`config.mk`:
```
export PLATFORM = sky130hd
export DESIGN_NAME = demm_result_packer
export DESIGN_NICKNAME = d
export VERILOG_FILES = /design/src/rtl/demm_pkg.sv /design/src/rtl/fp64_to_fp16_conv.sv /design/src/rtl/demm_result_packer.sv
export SDC_FILE = /design/constraint.sdc
export NUM_CORES = 1
export LEC_CHECK = 0
export BUFFER_PORTS_ARGS = -buffer_cell sky130_fd_sc_hd__buf_2
export CAP_MARGIN = 20
export CORE_MARGIN = 2
export CORE_UTILIZATION = 50
export CTS_BUF_LIST = sky130_fd_sc_hd__clkbuf_8 sky130_fd_sc_hd__clkbuf_16
export DETAILED_ROUTE_END_ITERATION = 10
export PLACE_DENSITY = 0.7
export SLEW_MARGIN = 40
export SYNTH_ARGS = -nofsm -noshare
export SYNTH_HDL_FRONTEND = slang
export SYNTH_SLANG_ARGS = --single-unit
```
`constraint.sdc`:
```
create_clock -name clk -period 16.5 [get_ports clk]
set_clock_uncertainty 0.05 [all_clocks]
set_input_delay 1.65 -clock clk [delete_from_list [all_inputs] [get_ports clk]]
set_output_delay 1.65 -clock clk [all_outputs]
set_load 0.005 [all_outputs]
```
`src/rtl/demm_pkg.sv`:
```
// Shared definitions for the DEMM result packer.
//  - exponent biases and the fp16 special encodings
//  - fp16_t / fp64_t scalar types and the per-result exception flags struct
//  - eff_cols(): row length with 0 mapped to 1
package demm_pkg;

  localparam int FP64_EXP_BIAS = 1023;
  localparam int FP16_EXP_BIAS = 15;

  typedef logic [15:0] fp16_t;
  typedef logic [63:0] fp64_t;

  localparam fp16_t FP16_QNAN = 16'h7E00;
  localparam fp16_t FP16_INF  = 16'h7C00;
  localparam fp16_t FP16_MAX  = 16'h7BFF;

  typedef struct packed {
    logic ovf;
    logic unf;
    logic nan;
  } conv_flags_t;

  // A row length of zero is meaningless; treat it as a one-result row.
  function automatic logic [31:0] eff_cols(input logic [31:0] n);
    return (n == 32'd0) ? 32'd1 : n;
  endfunction

endpackage

```
`src/rtl/fp64_to_fp16_conv.sv`:
```
// Combinational IEEE fp64 -> fp16 converter, round-to-nearest-even.
// Ports:
//  din   in  fp64 value
//  dout  out fp16 value
//  flags out {ovf, unf, nan} raised by this conversion
// Build option: DEMM_PACK_SAT_EN defined -> overflow saturates to +/-65504,
//               otherwise overflow produces +/-inf.
module fp64_to_fp16_conv
  import demm_pkg::*;
(
  input  fp64_t       din,
  output fp16_t       dout,
  output conv_flags_t flags
);

  localparam logic [10:0] EXP_MAX     = 11'h7FF;
  localparam logic [10:0] EXP_OVF_MIN = 11'(FP64_EXP_BIAS + 16);  // e > 15
  localparam logic [10:0] EXP_NRM_MIN = 11'(FP64_EXP_BIAS - 14);  // e >= -14
  localparam logic [10:0] EXP_SUB_MIN = 11'(FP64_EXP_BIAS - 25);  // e >= -25
  localparam logic [10:0] EXP_REBIAS  = 11'(FP64_EXP_BIAS - FP16_EXP_BIAS);
  // Subnormal right shift of the 53-bit significand is 28 - e = (1023 + 28) - exp64.
  localparam logic [10:0] SUB_SH_BASE = 11'(FP64_EXP_BIAS + 28);

`ifdef DEMM_PACK_SAT_EN
  localparam logic [14:0] OVF_MAG = FP16_MAX[14:0];
`else
  localparam logic [14:0] OVF_MAG = FP16_INF[14:0];
`endif

  logic        sgn;
  logic [10:0] exp64;
  logic [51:0] mant;
  logic [52:0] sig;

  assign sgn   = din[63];
  assign exp64 = din[62:52];
  assign mant  = din[51:0];
  assign sig   = {1'b1, mant};

  // Normal range: keep the top 10 mantissa bits; the round-up carry ripples
  // into the exponent field naturally, and exponent 31 means overflow.
  logic [4:0]  nrm_exp;
  logic        nrm_g;
  logic        nrm_st;
  logic        nrm_up;
  logic [14:0] nrm_v;

  assign nrm_exp = 5'(exp64 - EXP_REBIAS);
  assign nrm_g   = mant[41];
  assign nrm_st  = |mant[40:0];
  assign nrm_up  = nrm_g & (nrm_st | mant[42]);
  assign nrm_v   = {nrm_exp, mant[51:42]} + 15'(nrm_up);

  // Subnormal range: shift 43..53 places; guard is the bit just below the
  // kept field, sticky is everything under the guard. A carry to 0x400
  // lands exactly on the smallest normal encoding.
  logic [5:0]  sub_sh;
  logic [9:0]  sub_q;
  logic [52:0] sub_gbit;
  logic [52:0] sub_mask;
  logic        sub_g;
  logic        sub_st;
  logic        sub_up;
  logic [10:0] sub_v;

  assign sub_sh   = 6'(SUB_SH_BASE - exp64);
  assign sub_q    = 10'(sig >> sub_sh);
  assign sub_gbit = 53'd1 << (sub_sh - 6'd1);
  assign sub_mask = sub_gbit - 53'd1;
  assign sub_g    = |(sig & sub_gbit);
  assign sub_st   = |(sig & sub_mask);
  assign sub_up   = sub_g & (sub_st | sub_q[0]);
  assign sub_v    = {1'b0, sub_q} + 11'(sub_up);

  always_comb begin
    dout  = {sgn, 15'd0};
    flags = '0;
    if (exp64 == EXP_MAX) begin
      if (mant != 52'd0) begin
        dout      = {sgn, FP16_QNAN[14:0]};
        flags.nan = 1'b1;
      end else begin
        dout = {sgn, FP16_INF[14:0]};
      end
    end else if (exp64 == 11'd0) begin
      flags.unf = (mant != 52'd0);
    end else if (exp64 >= EXP_OVF_MIN) begin
      dout      = {sgn, OVF_MAG};
      flags.ovf = 1'b1;
    end else if (exp64 >= EXP_NRM_MIN) begin
      if (nrm_v[14:10] == 5'h1F) begin
        dout      = {sgn, OVF_MAG};
        flags.ovf = 1'b1;
      end else begin
        dout = {sgn, nrm_v};
      end
    end else if (exp64 >= EXP_SUB_MIN) begin
      dout      = {sgn, 4'd0, sub_v};
      flags.unf = (sub_v == 11'd0);
    end else begin
      flags.unf = 1'b1;
    end
  end

endmodule

```
`src/rtl/demm_result_packer.sv`:
```
// DEMM result packer: converts the fp64 dot-product stream to fp16 and packs
// PACK_N results per AXIS beat, marking the beat that ends a row.
// Ports:
//  clk, rst              clock, asynchronous active-high reset
//  cols_num              results per row (0 treated as 1), sampled at row start
//  clr_flags             clears the sticky flags (a same-cycle event wins)
//  s_tdata/s_tvalid/s_tready   fp64 input stream
//  m_tdata/m_tkeep/m_tlast/m_tvalid/m_tready  packed fp16 output stream
//  flag_ovf/flag_unf/flag_nan  sticky exception flags
// Build option: DEMM_PACK_SAT_EN (see fp64_to_fp16_conv) selects saturation
// instead of infinity on overflow.
module demm_result_packer
  import demm_pkg::*;
#(
  parameter int PACK_N = 4
) (
  input  logic                  clk,
  input  logic                  rst,
  input  logic [31:0]           cols_num,
  input  logic                  clr_flags,
  input  logic [63:0]           s_tdata,
  input  logic                  s_tvalid,
  output logic                  s_tready,
  output logic [PACK_N*16-1:0]  m_tdata,
  output logic [PACK_N*2-1:0]   m_tkeep,
  output logic                  m_tlast,
  output logic                  m_tvalid,
  input  logic                  m_tready,
  output logic                  flag_ovf,
  output logic                  flag_unf,
  output logic                  flag_nan
);

  localparam int LW = (PACK_N > 1) ? $clog2(PACK_N) : 1;
  localparam logic [LW-1:0] LANE_LAST = LW'(PACK_N - 1);

  fp16_t       conv_data;
  conv_flags_t conv_flags;

  fp64_to_fp16_conv u_conv (
    .din   (s_tdata),
    .dout  (conv_data),
    .flags (conv_flags)
  );

  logic                 c_valid_reg;
  fp16_t                c_data_reg;
  logic [LW-1:0]        lane_reg;
  logic [31:0]          col_reg;
  logic [31:0]          row_cols_reg;
  logic [31:0]          cols_cur;
  logic                 lane_last;
  logic                 row_last;
  logic                 done;
  logic                 out_free;
  logic                 s_fire;
  logic                 c_fire;
  logic [PACK_N*16-1:0] beat_data;
  logic [PACK_N*2-1:0]  beat_keep;
  logic [PACK_N*16-1:0] m_tdata_reg;
  logic [PACK_N*2-1:0]  m_tkeep_reg;
  logic                 m_tlast_reg;
  logic                 m_tvalid_reg;
  logic                 flag_ovf_reg;
  logic                 flag_unf_reg;
  logic                 flag_nan_reg;

  // The first result of a row sees the live cols_num; the rest of the row
  // uses the value latched at that moment.
  assign cols_cur  = (col_reg == 32'd0) ? eff_cols(cols_num) : row_cols_reg;
  assign lane_last = (lane_reg == LANE_LAST);
  assign row_last  = (col_reg == cols_cur - 32'd1);
  assign done      = lane_last || row_last;
  assign out_free  = !m_tvalid_reg || m_tready;
  assign c_fire    = c_valid_reg && (!done || out_free);
  assign s_tready  = !c_valid_reg || c_fire;
  assign s_fire    = s_tvalid && s_tready;

  // Converter output register.
  always_ff @(posedge clk or posedge rst) begin
    if (rst) begin
      c_valid_reg <= 1'b0;
      c_data_reg  <= '0;
    end else if (s_fire) begin
      c_valid_reg <= 1'b1;
      c_data_reg  <= conv_data;
    end else if (c_fire) begin
      c_valid_reg <= 1'b0;
    end
  end

  // Pack buffer. Lanes above the current one are always zero because the
  // buffer is cleared whenever a beat leaves, so the outgoing beat is just
  // the buffer with the current lane overlaid.
  genvar gi;
  generate
    for (gi = 0; gi < PACK_N; gi++) begin : g_lane
      logic [15:0] word_reg;
      always_ff @(posedge clk or posedge rst) begin
        if (rst) begin
          word_reg <= '0;
        end else if (c_fire) begin
          if (done) begin
            word_reg <= '0;
          end else if (lane_reg == LW'(gi)) begin
            word_reg <= c_data_reg;
          end
        end
      end
      assign beat_data[gi*16 +: 16] = (lane_reg == LW'(gi)) ? c_data_reg : word_reg;
      assign beat_keep[gi*2 +: 2]   = (LW'(gi) <= lane_reg) ? 2'b11 : 2'b00;
    end
  endgenerate

  always_ff @(posedge clk or posedge rst) begin
    if (rst) begin
      lane_reg     <= '0;
      col_reg      <= '0;
      row_cols_reg <= 32'd1;
    end else if (c_fire) begin
      lane_reg <= done ? '0 : lane_reg + LW'(1);
      col_reg  <= row_last ? 32'd0 : col_reg + 32'd1;
      if (col_reg == 32'd0) begin
        row_cols_reg <= eff_cols(cols_num);
      end
    end
  end

  // Output register: only reloaded when free, so it holds under stall.
  always_ff @(posedge clk or posedge rst) begin
    if (rst) begin
      m_tvalid_reg <= 1'b0;
      m_tdata_reg  <= '0;
      m_tkeep_reg  <= '0;
      m_tlast_reg  <= 1'b0;
    end else if (c_fire && done) begin
      m_tvalid_reg <= 1'b1;
      m_tdata_reg  <= beat_data;
      m_tkeep_reg  <= beat_keep;
      m_tlast_reg  <= row_last;
    end else if (m_tready) begin
      m_tvalid_reg <= 1'b0;
    end
  end

  // Sticky flags; a new event in the clearing cycle keeps the flag set.
  always_ff @(posedge clk or posedge rst) begin
    if (rst) begin
      flag_ovf_reg <= 1'b0;
      flag_unf_reg <= 1'b0;
      flag_nan_reg <= 1'b0;
    end else begin
      flag_ovf_reg <= (flag_ovf_reg && !clr_flags) || (s_fire && conv_flags.ovf);
      flag_unf_reg <= (flag_unf_reg && !clr_flags) || (s_fire && conv_flags.unf);
      flag_nan_reg <= (flag_nan_reg && !clr_flags) || (s_fire && conv_flags.nan);
    end
  end

  assign m_tdata  = m_tdata_reg;
  assign m_tkeep  = m_tkeep_reg;
  assign m_tlast  = m_tlast_reg;
  assign m_tvalid = m_tvalid_reg;
  assign flag_ovf = flag_ovf_reg;
  assign flag_unf = flag_unf_reg;
  assign flag_nan = flag_nan_reg;

endmodule

```
# == Word-level counts from Yosys, hierarchy flattened ==
# Index checks and enable logic that the tools add are counted.
# word_totals
register_bits,224
elab_cells,115
inputBits,101
out_inout_bits,78
# op_classes
order_cmp,7
add_sub_neg,9
bitwise,6
shift,2
n_reduce_logical,31
n_eq_ne,6
muxes,38
# ops
operator,n
$mux 16,8
$and 53x53->53,2
$reduce_or 53->1,2
$mux 32,3
$mux 15,5
$logic_not 32->1,2
$shl 1x6->53 const A,1
$shr 53x6->10,1
$sub 53x1->53 const B,1
$reduce_bool 52->1,1
$reduce_or 41->1,1
$add 32x1->32 const B,1
$eq 32x32->1,1
$sub 32x1->32 const B,1
$ge 11x10->1 const B,2
$logic_not 11->1,2
$add 15x1->15,1
$mux 1,14
$mux 2,6
$add 10x1->11,1
$eq 11x11->1 const B,1
$ge 11x11->1 const B,1
$mux 11,1
$mux 10,1
other kinds (16),39

# == Depth between registers and ports, before layout ==
# Gate-level depths: netlist of run 1.
# logic_depth
depth_word,17
mapped_depth,26
ltp_nobuf,19

# == Cells and area by module ==
# Synthesis of run 1 repeated with hierarchy kept, for this count alone.
# hier_totals
cells_unflattened,2097
hier_area_um2,18457.7
# modules_own_cells
module,area_per_inst_um2,cells_per_inst,instances
demm_result_packer,12015.3,1229,1
fp64_to_fp16_conv,6442.4,868,1

# == Worst setup path before layout of run 1 ==
# OpenSTA, ideal clock, no wires.
# synth_path
path_kind,input -> output
startpoint,in cols_num[8]
endpoint,out s_tready
cell_stages,18
path_buffers,3
path_slack_ps,9674
arrival_ps,5126
path_cell_list,buf_2 nor4_1 nand2_1 o31ai_1 o22ai_1 ha_1 nand2b_1 nor2_1 xor2_1 or3_1 a32oi_1 nand4_1 nor4_1 nand4_1 o21ai_1 buf_2 buf_1 nand3_1
# synth_between
elab_chain_cells,10
# synth_lines
element,line,text
from (decl),demm_result_packer.sv:19,"input logic [31:0] cols_num,"
$logic_not 32->1,demm_pkg.sv:25,return (n == 32'd0) ? 32'd1 : n;
$mux 32 *,demm_pkg.sv:25,
$mux 32 *,-,
$sub 32x1->32 *,demm_result_packer.sv:72,assign row_last = (col_reg == cols_cur - 32'd1);
$eq 32x32->1 *,demm_result_packer.sv:72,
$logic_or 1x1->1 *,demm_result_packer.sv:73,assign done = lane_last || row_last;
$logic_not 1->1 *,demm_result_packer.sv:75,assign c_fire = c_valid_reg && (!done || out_free);
$logic_or 1x1->1 *,demm_result_packer.sv:75,
$logic_and 1x1->1 *,demm_result_packer.sv:75,
$logic_or 1x1->1 *,demm_result_packer.sv:76,assign s_tready = !c_valid_reg || c_fire;
to (decl),demm_result_packer.sv:23,"output logic s_tready,"
# Mark *: on every way between the ends. The rest lies on a longest branch, timed or not.

# == Worst setup path after layout of run 1 ==
# layout_path
startpoint,reg col_reg[0]
endpoint,out s_tready
# layout_between
elab_chain_cells,9
# layout_lines
element,line,text
from (decl),demm_result_packer.sv:49,logic [31:0] col_reg;
from (signal assigned),demm_result_packer.sv:122,col_reg <= row_last ? 32'd0 : col_reg + 32'd1;
$logic_not 32->1,demm_result_packer.sv:70,assign cols_cur = (col_reg == 32'd0) ? eff_cols(cols_num) : row_cols_reg;
$mux 32,-,
$sub 32x1->32,demm_result_packer.sv:72,
$eq 32x32->1 *,demm_result_packer.sv:72,
$logic_or 1x1->1 *,demm_result_packer.sv:73,
$logic_not 1->1 *,demm_result_packer.sv:75,
$logic_or 1x1->1 *,demm_result_packer.sv:75,
$logic_and 1x1->1 *,demm_result_packer.sv:75,
$logic_or 1x1->1 *,demm_result_packer.sv:76,
# Marks and branches as above.

==> results.sh, run 1 <==
export IMPL_status="complete, no violations"
export IMPL_r2r_end="m_tdata[5]"
export IMPL_hold_class="reg2reg"
export IMPL_tightest_slew_ns=0.887
export IMPL_hold_slack_ns=0.432
export IMPL_place_hpwl_um=48400
export IMPL_cts_made_buffers=25
export IMPL_slew_violations=0
export IMPL_fmax_ghz=0.126
export IMPL_timing_critical_path_cells="clkinv_1, ha_1, nor4b_2, nand4_1, buf_4, nor2_4, buf_4, o22ai_1, ha_1, nor2b_1, nand4_1, o41ai_1, xnor2_1, a21oi_1, nor4_1, nand4_1, o21ai_2, buf_4, nand3_1, buf_2"
export IMPL_final_setup_tns_ns=0
export IMPL_start_util=0.505
export IMPL_slowest_stage="o22ai_1"
export IMPL_final_area_mm2=0.0204
export IMPL_crit_path_start="col_reg[0]"
export IMPL_end_kind="output pin"
export IMPL_cp_data_arrival_time_ns=6.23
export IMPL_final_nets=2165
export IMPL_min_to="m_tdata[53]"
export IMPL_nFillCells=3249
export IMPL_first_iter_violations=1786
export IMPL_overflow=0
export IMPL_syn_area_per_cell_um2=9.27
export IMPL_critPathTopFamily="simple AND/OR/NAND/NOR gates"
export IMPL_synth_area_mm2=0.0185
export IMPL_multiInputGateArea_mm2=0.0122
export IMPL_via_per_inst=7.01
export IMPL_cts_root_buffer="clkbuf_16"
export IMPL_path_clk_slew_ns=0.06
export IMPL_place_area_mm2=0.0195
export IMPL_grt_max_degree=139
export IMPL_synth_net_count=2108
export IMPL_port_buffers=178
export IMPL_rsz0062_at_grt="false"
export IMPL_period_needed_ns=7.93
export IMPL_synth_edf_count=0
export IMPL_cts_sinks=220
export IMPL_synth_top_cells_by_area="dfrtp_1 (30%), mux2_2 (7.5%), mux4_2 (7.2%), mux2i_1 (4.8%), mux2_1 (3.8%)"
export IMPL_gp_congestion=1.04
export IMPL_hold_viol=0
export IMPL_max_cap_violations=0
export IMPL_yosysTopAreaCell="dfrtp_1"
export IMPL_die_area_mm2=0.0385
export IMPL_seq_area_mm2=0.00551
export IMPL_ios=179
export IMPL_wl_um=68600
export IMPL_h_tree_depth=1
export IMPL_slew_headroom=0.403
export IMPL_antenna_found_initial=3
export IMPL_synthArstFlopShare=1.00
export IMPL_netlist_cell_type_count=96
export IMPL_min_period_over_period=0.481
export IMPL_synth_seq_area_share=0.298
export IMPL_wire_per_inst_um=27.0
export IMPL_min_from="m_tdata[53]"
export IMPL_slowest_delay_ns=0.52
export IMPL_hold_depth=1
export IMPL_drive_gt1_frac=0.234
export IMPL_r2r_start="col_reg[0]"
export IMPL_first_pass_iters=6
export IMPL_rr_worst_depth=20
export IMPL_worstSetupStartpointType="register"
export IMPL_final_antenna_net_count=0
export IMPL_p_leak_nw=8.54
export IMPL_synth_most_common_cell="dfrtp_1"
export IMPL_peakVddDrop_uv=101
export IMPL_syn_inst=1991
export IMPL_powerDensity_mw_per_mm2=106
export IMPL_setup_viol=0
export IMPL_drc=0
export IMPL_core_area_mm2=0.0365
export IMPL_syn2layout_area_growth_pct=10.6
export IMPL_critical_path_required_ns=14.80
export IMPL_grt_pass1_wl_um=104000
export IMPL_fp_row_count=70
export IMPL_power_mw=2.16
export IMPL_clk_latency_ns=0.54
export IMPL_track_usage=0.350
export IMPL_cts_tree="done"
export IMPL_cts_hold_buf=0
export IMPL_synth_flop_cell="dfrtp_1"
export IMPL_cts_repair_resized=0
export IMPL_synth_top_area_share=0.297
export IMPL_crit_buf_inv=5
export IMPL_crit_type="reg2out"
export IMPL_vias=17800
export IMPL_die_w_um=196
export IMPL_yosysWarnings=0
export IMPL_clockBufferDepth=3
export IMPL_reg2reg_setup_slack_ns=9.91
export IMPL_cts_setup_buffers=0
export IMPL_dieHeight_um=196
export IMPL_worstPathMaxFanout=40
export IMPL_synth_common_cells="dfrtp_1 (219), nand2_1 (154), mux2_2 (123), clkbuf_1 (101), a21oi_1 (98)"
export IMPL_grt_pass1_vias=17100
export IMPL_ys_seq_elements=220
## layout make-up
class	count	share of cell area
Tap cell	468	0.0287
Antenna cell	2	0.000245
Inverter	33	0.00668
Clock buffer	30	0.0340
Sequential cell	220	0.270
Multi-Input combinational cell	1560	0.597
Timing Repair Buffer	208	0.0556
Clock inverter	16	0.00797
## where the power goes
group	switching [mW]	internal (mW)
combinational	0.456	0.348
sequential	0.113	0.666
clock	0.234	0.346
total	0.803	1.36
## per-stage QoR
stage	util	cells	worst slack [ns]
2_1_floorplan	-	1991	8.78
3_3_place_gp	0.533	2489	8.92
3_5_place_dp	0.534	2489	8.77
4_1_cts	0.558	2535	8.53
5_1_grt	0.559	2536	8.28
6_report	0.559	2537	8.57
## placed cells by master, fill, tap and decap left out, types with 57 or more instances in the layout
master     n
a21oi_1   97
buf_2    176
dfrtp_1  219
mux2_1    62
mux2_2   123
mux2i_1   89
mux4_2    59
nand2_1  154
nand3_1   92
nor2_1    82
nor3_1    57
o21ai_0   68
## worst reg2reg max path, delay by kind of cell (launching register included)
kind	cells	cell delay [ns]
AOI/OAI and AO/OA	5	1.92
xor gates and xnor gates	1	0.17
adders and majority gates	2	0.65
buffers and inverters	4	1.38
DFF	1	0.41
muxes	1	0.46
and+or+nand+nor	7	1.43
## worst max path at each step
stage               depth (start not counted)  slack, ns       endpoint
detailed placement                         18       8.77       s_tready
floorplan                                   1       8.78  c_data_reg[0]
CTS                                        21       8.53       s_tready
finish                                     20       8.57       s_tready
global placement                           18       8.92       s_tready
global route                               21       8.28       s_tready
## logic make-up after synthesis
logic type / after synthesis / share of synthesized area
AND/OR/NAND/NOR: 674 / 0.195
AO/OA/AOI/OAI: 461 / 0.176
multiplexers: 333 / 0.233
flip-flops: 220 / 0.298
buffers and inverters: 211 / 0.0492
XOR/XNOR: 76 / 0.0368
adder cells (fa/ha/maj): 16 / 0.0108
## per-layer routing
layer,vias up,wire length [µm],GRT usage
li1,7715,-,-
met1,8816,26900,0.454
met2,1019,31800,0.566
met3,239,5900,0.0610
met4,4,3990,0.178
met5,-,33,0
(Power assumes the default switching activity.)
==> run 2: changes to the inputs <==
Settings changed: ABC_AREA from default to 1, PLACE_DENSITY 0.7 to 0.73.
Clock period 16.5 ns to 6.8 ns, I/O delays scaled along.
==> run 2 against run 1 <==
  * Cell area is 1.5% lower
  * Non-clock buffer count is 8 lower
  * Clock power is 130% higher
  * Critical path type unchanged
  * Highest routed layer unchanged
==> results.sh, run 2 <==
export IMPL_status="complete, no violations"
export IMPL_nFillCells=3780
export IMPL_p_leak_nw=11.1
export IMPL_powerDensity_mw_per_mm2=418
export IMPL_min_period_over_period=0.863
export IMPL_final_antenna_net_count=0
export IMPL_hold_class="in2async"
export IMPL_path_clk_slew_ns=0.06
export IMPL_synthArstFlopShare=1.00
export IMPL_yosysWarnings=0
export IMPL_synth_top_family_by_area="simple AND/OR/NAND/NOR gates"
export IMPL_cts_setup_buffers=0
export IMPL_dieHeight_um=195
export IMPL_synth_seq_area_share=0.301
export IMPL_syn2layout_area_growth_pct=10.1
export IMPL_cts_root_buffer="clkbuf_16"
export IMPL_synth_flop_cell="dfrtp_1"
export IMPL_slowest_delay_ns=0.54
export IMPL_die_w_um=195
export IMPL_final_setup_tns_ns=0
export IMPL_synth_top_cells_by_area="dfrtp_1 (30%), nand2_1 (24%), nor2_1 (7.1%), nand3_1 (6.9%), o21ai_0 (6.7%)"
export IMPL_final_area_mm2=0.0201
export IMPL_syn_area_per_cell_um2=5.99
export IMPL_synth_area_mm2=0.0183
export IMPL_clk_latency_ns=0.55
export IMPL_wl_um=64200
export IMPL_synth_common_cells="nand2_1 (1144), nor2_1 (345), inv_1 (286), nand3_1 (251), o21ai_0 (243)"
export IMPL_drc=0
export IMPL_place_hpwl_um=49100
export IMPL_period_needed_ns=5.87
export IMPL_h_tree_depth=1
export IMPL_ys_seq_elements=220
export IMPL_worstSetupStartpointType="register"
export IMPL_max_cap_violations=0
export IMPL_fmax_ghz=0.170
export IMPL_final_cell_mix="nand2_1 (1143), nor2_1 (345), inv_1 (288)"
export IMPL_gp_congestion=1.09
export IMPL_syn_inst=3048
export IMPL_cts_made_buffers=25
export IMPL_end_kind="output pin"
export IMPL_grt_max_degree=149
export IMPL_slowest_stage="nor2_8"
export IMPL_slew_headroom=0.462
export IMPL_first_pass_iters=8
export IMPL_grt_busiest_layer="met2"
export IMPL_first_iter_violations=1760
export IMPL_multiInputGateArea_mm2=0.0110
export IMPL_yosysTopAreaCell="dfrtp_1"
export IMPL_cts_tree="done"
export IMPL_crit_type="reg2out"
export IMPL_cts_hold_buf=0
export IMPL_grtUsageMet3=0.0342
export IMPL_grt_use_met1=0.418
export IMPL_wire_per_inst_um=17.7
export IMPL_hold_viol=0
export IMPL_die_area_mm2=0.0381
export IMPL_grt_pass1_vias=18900
export IMPL_overflow=0
export IMPL_fp_row_count=70
export IMPL_synthSimpleGateAreaFrac=0.433
export IMPL_synth_edf_count=0
export IMPL_synthXorXnorAreaFrac=0.0345
export IMPL_path_common_cell="nand2_1"
export IMPL_crit_buf_inv=2
export IMPL_core_area_mm2=0.0363
export IMPL_port_buffers=178
export IMPL_antenna_found_initial=2
export IMPL_critPathTopFamily="simple AND/OR/NAND/NOR gates"
export IMPL_netlist_cell_type_count=51
export IMPL_synth_most_common_cell="nand2_1"
export IMPL_grt_pass1_wl_um=101000
export IMPL_setup_viol=0
export IMPL_layout_commonest_cell="nand2_1"
export IMPL_hold_slack_ns=0.213
export IMPL_place_area_mm2=0.0193
export IMPL_start_util=0.504
export IMPL_track_usage=0.331
export IMPL_cts_repair_resized=0
export IMPL_timing_critical_path_cells="clkinv_1, ha_1, nand3_1, nor2_2, nand2_2, nor2_8, nand3b_1, nand2_1, ha_1, nand3_1, nor2_1, nand2_1, nor2_2, nand3_1, nand2_1, nand2_1, a21oi_1, nand2_1, nor2_2, nand3_4, nand2_4, nand3_2, buf_2"
export IMPL_worstPathMaxFanout=46
export IMPL_slew_violations=0
export IMPL_synth_net_count=3165
export IMPL_cts_sinks=220
export IMPL_final_nets=3261
export IMPL_muxShareOfSynthArea=0.00164
export IMPL_peakVddDrop_uv=376
export IMPL_rsz0062_at_grt="false"
export IMPL_seq_area_mm2=0.00551
export IMPL_ios=179
export IMPL_drive_gt1_frac=0.102
export IMPL_via_per_inst=5.60
export IMPL_vias=20300
export IMPL_grtUsageMet2=0.570
export IMPL_cp_data_arrival_time_ns=5.14
export IMPL_synth_top_area_share=0.300
export IMPL_tightest_slew_ns=0.807
export IMPL_synthAdderAreaFrac=0.0110
export IMPL_clockBufferDepth=3
export IMPL_synth_compound_area_frac=0.119
export IMPL_critical_path_required_ns=6.07
## run 2: changes by cell type in the layout (fill, tap and decap cells not counted), moves of 43 or more
cell      change
nor2_1      +263
inv_1       +254
nand2_1     +989
o21ai_1      +63
nand3_1     +159
xor2_1       +44
mux2i_1      -86
o21ai_0     +175
mux4_2       -59
a22o_1       -52
a21oi_1      -79
mux2_1       -62
nand2b_1     -43
mux2_2      -123
## run 2: kinds of logic after synthesis
logic type               after synthesis
buffers and inverters                436
AND/OR/NAND/NOR                     1903
multiplexers                           3
flip-flops                           220
adder cells (fa/ha/maj)               16
AO/OA/AOI/OAI                        398
XOR/XNOR                              72
## run 2: stage by stage
stage | cells | worst slack (ns) | total power [mW] | util
2_1_floorplan | 3048 | 0.0506 | 5.77 | -
3_3_place_gp | 3585 | 0.911 | 6.92 | 0.531
3_5_place_dp | 3585 | 1.10 | 7.02 | 0.532
4_1_cts | 3630 | 0.924 | 8.41 | 0.555
5_1_grt | 3630 | 0.481 | 9.26 | 0.555
6_report | 3631 | 0.932 | 8.42 | 0.555
## run 2: routing by layer
metal	vias to the layer above	part of all wire
met3	211	0.062
met2	829	0.47
met4	2	0.054
li1	9919	-
met1	9369	0.41
met5	-	0.00020
## run 2: power breakdown
part / switching, mW / internal (mW)
Combinational: 3.31 / 1.71
Clock: 0.560 / 0.795
Sequential: 0.298 / 1.74
## run 2: cell type report
type / count / area share
inverter: 305 / 0.0580
antenna: 1 / 0.000124
multi-input combinational: 2392 / 0.545
timing repair buffer: 200 / 0.0527
clock buffer: 29 / 0.0338
sequential: 220 / 0.274
clock inverter: 16 / 0.00753
tap: 468 / 0.0291
## run 2: path summary, 6_finish.rpt
| path | startpoint | endpoint | slack, ns | cells after the start |
|---|---|---|---|---|
| min reg2reg | g_lane[3].word_reg[14] | g_lane[3].word_reg[14] | 0.42 | 2 |
| max in group asynchronous | rst | g_lane[3].word_reg[13] | 5.38 | 3 |
| min | rst | col_reg[6] | 0.21 | 2 |
| max | col_reg[0] | s_tready | 0.93 | 23 |
| min in group clk | s_tdata[63] | c_data_reg[15] | 0.31 | 3 |
| max reg2reg | col_reg[0] | g_lane[0].word_reg[12] | 1.02 | 25 |
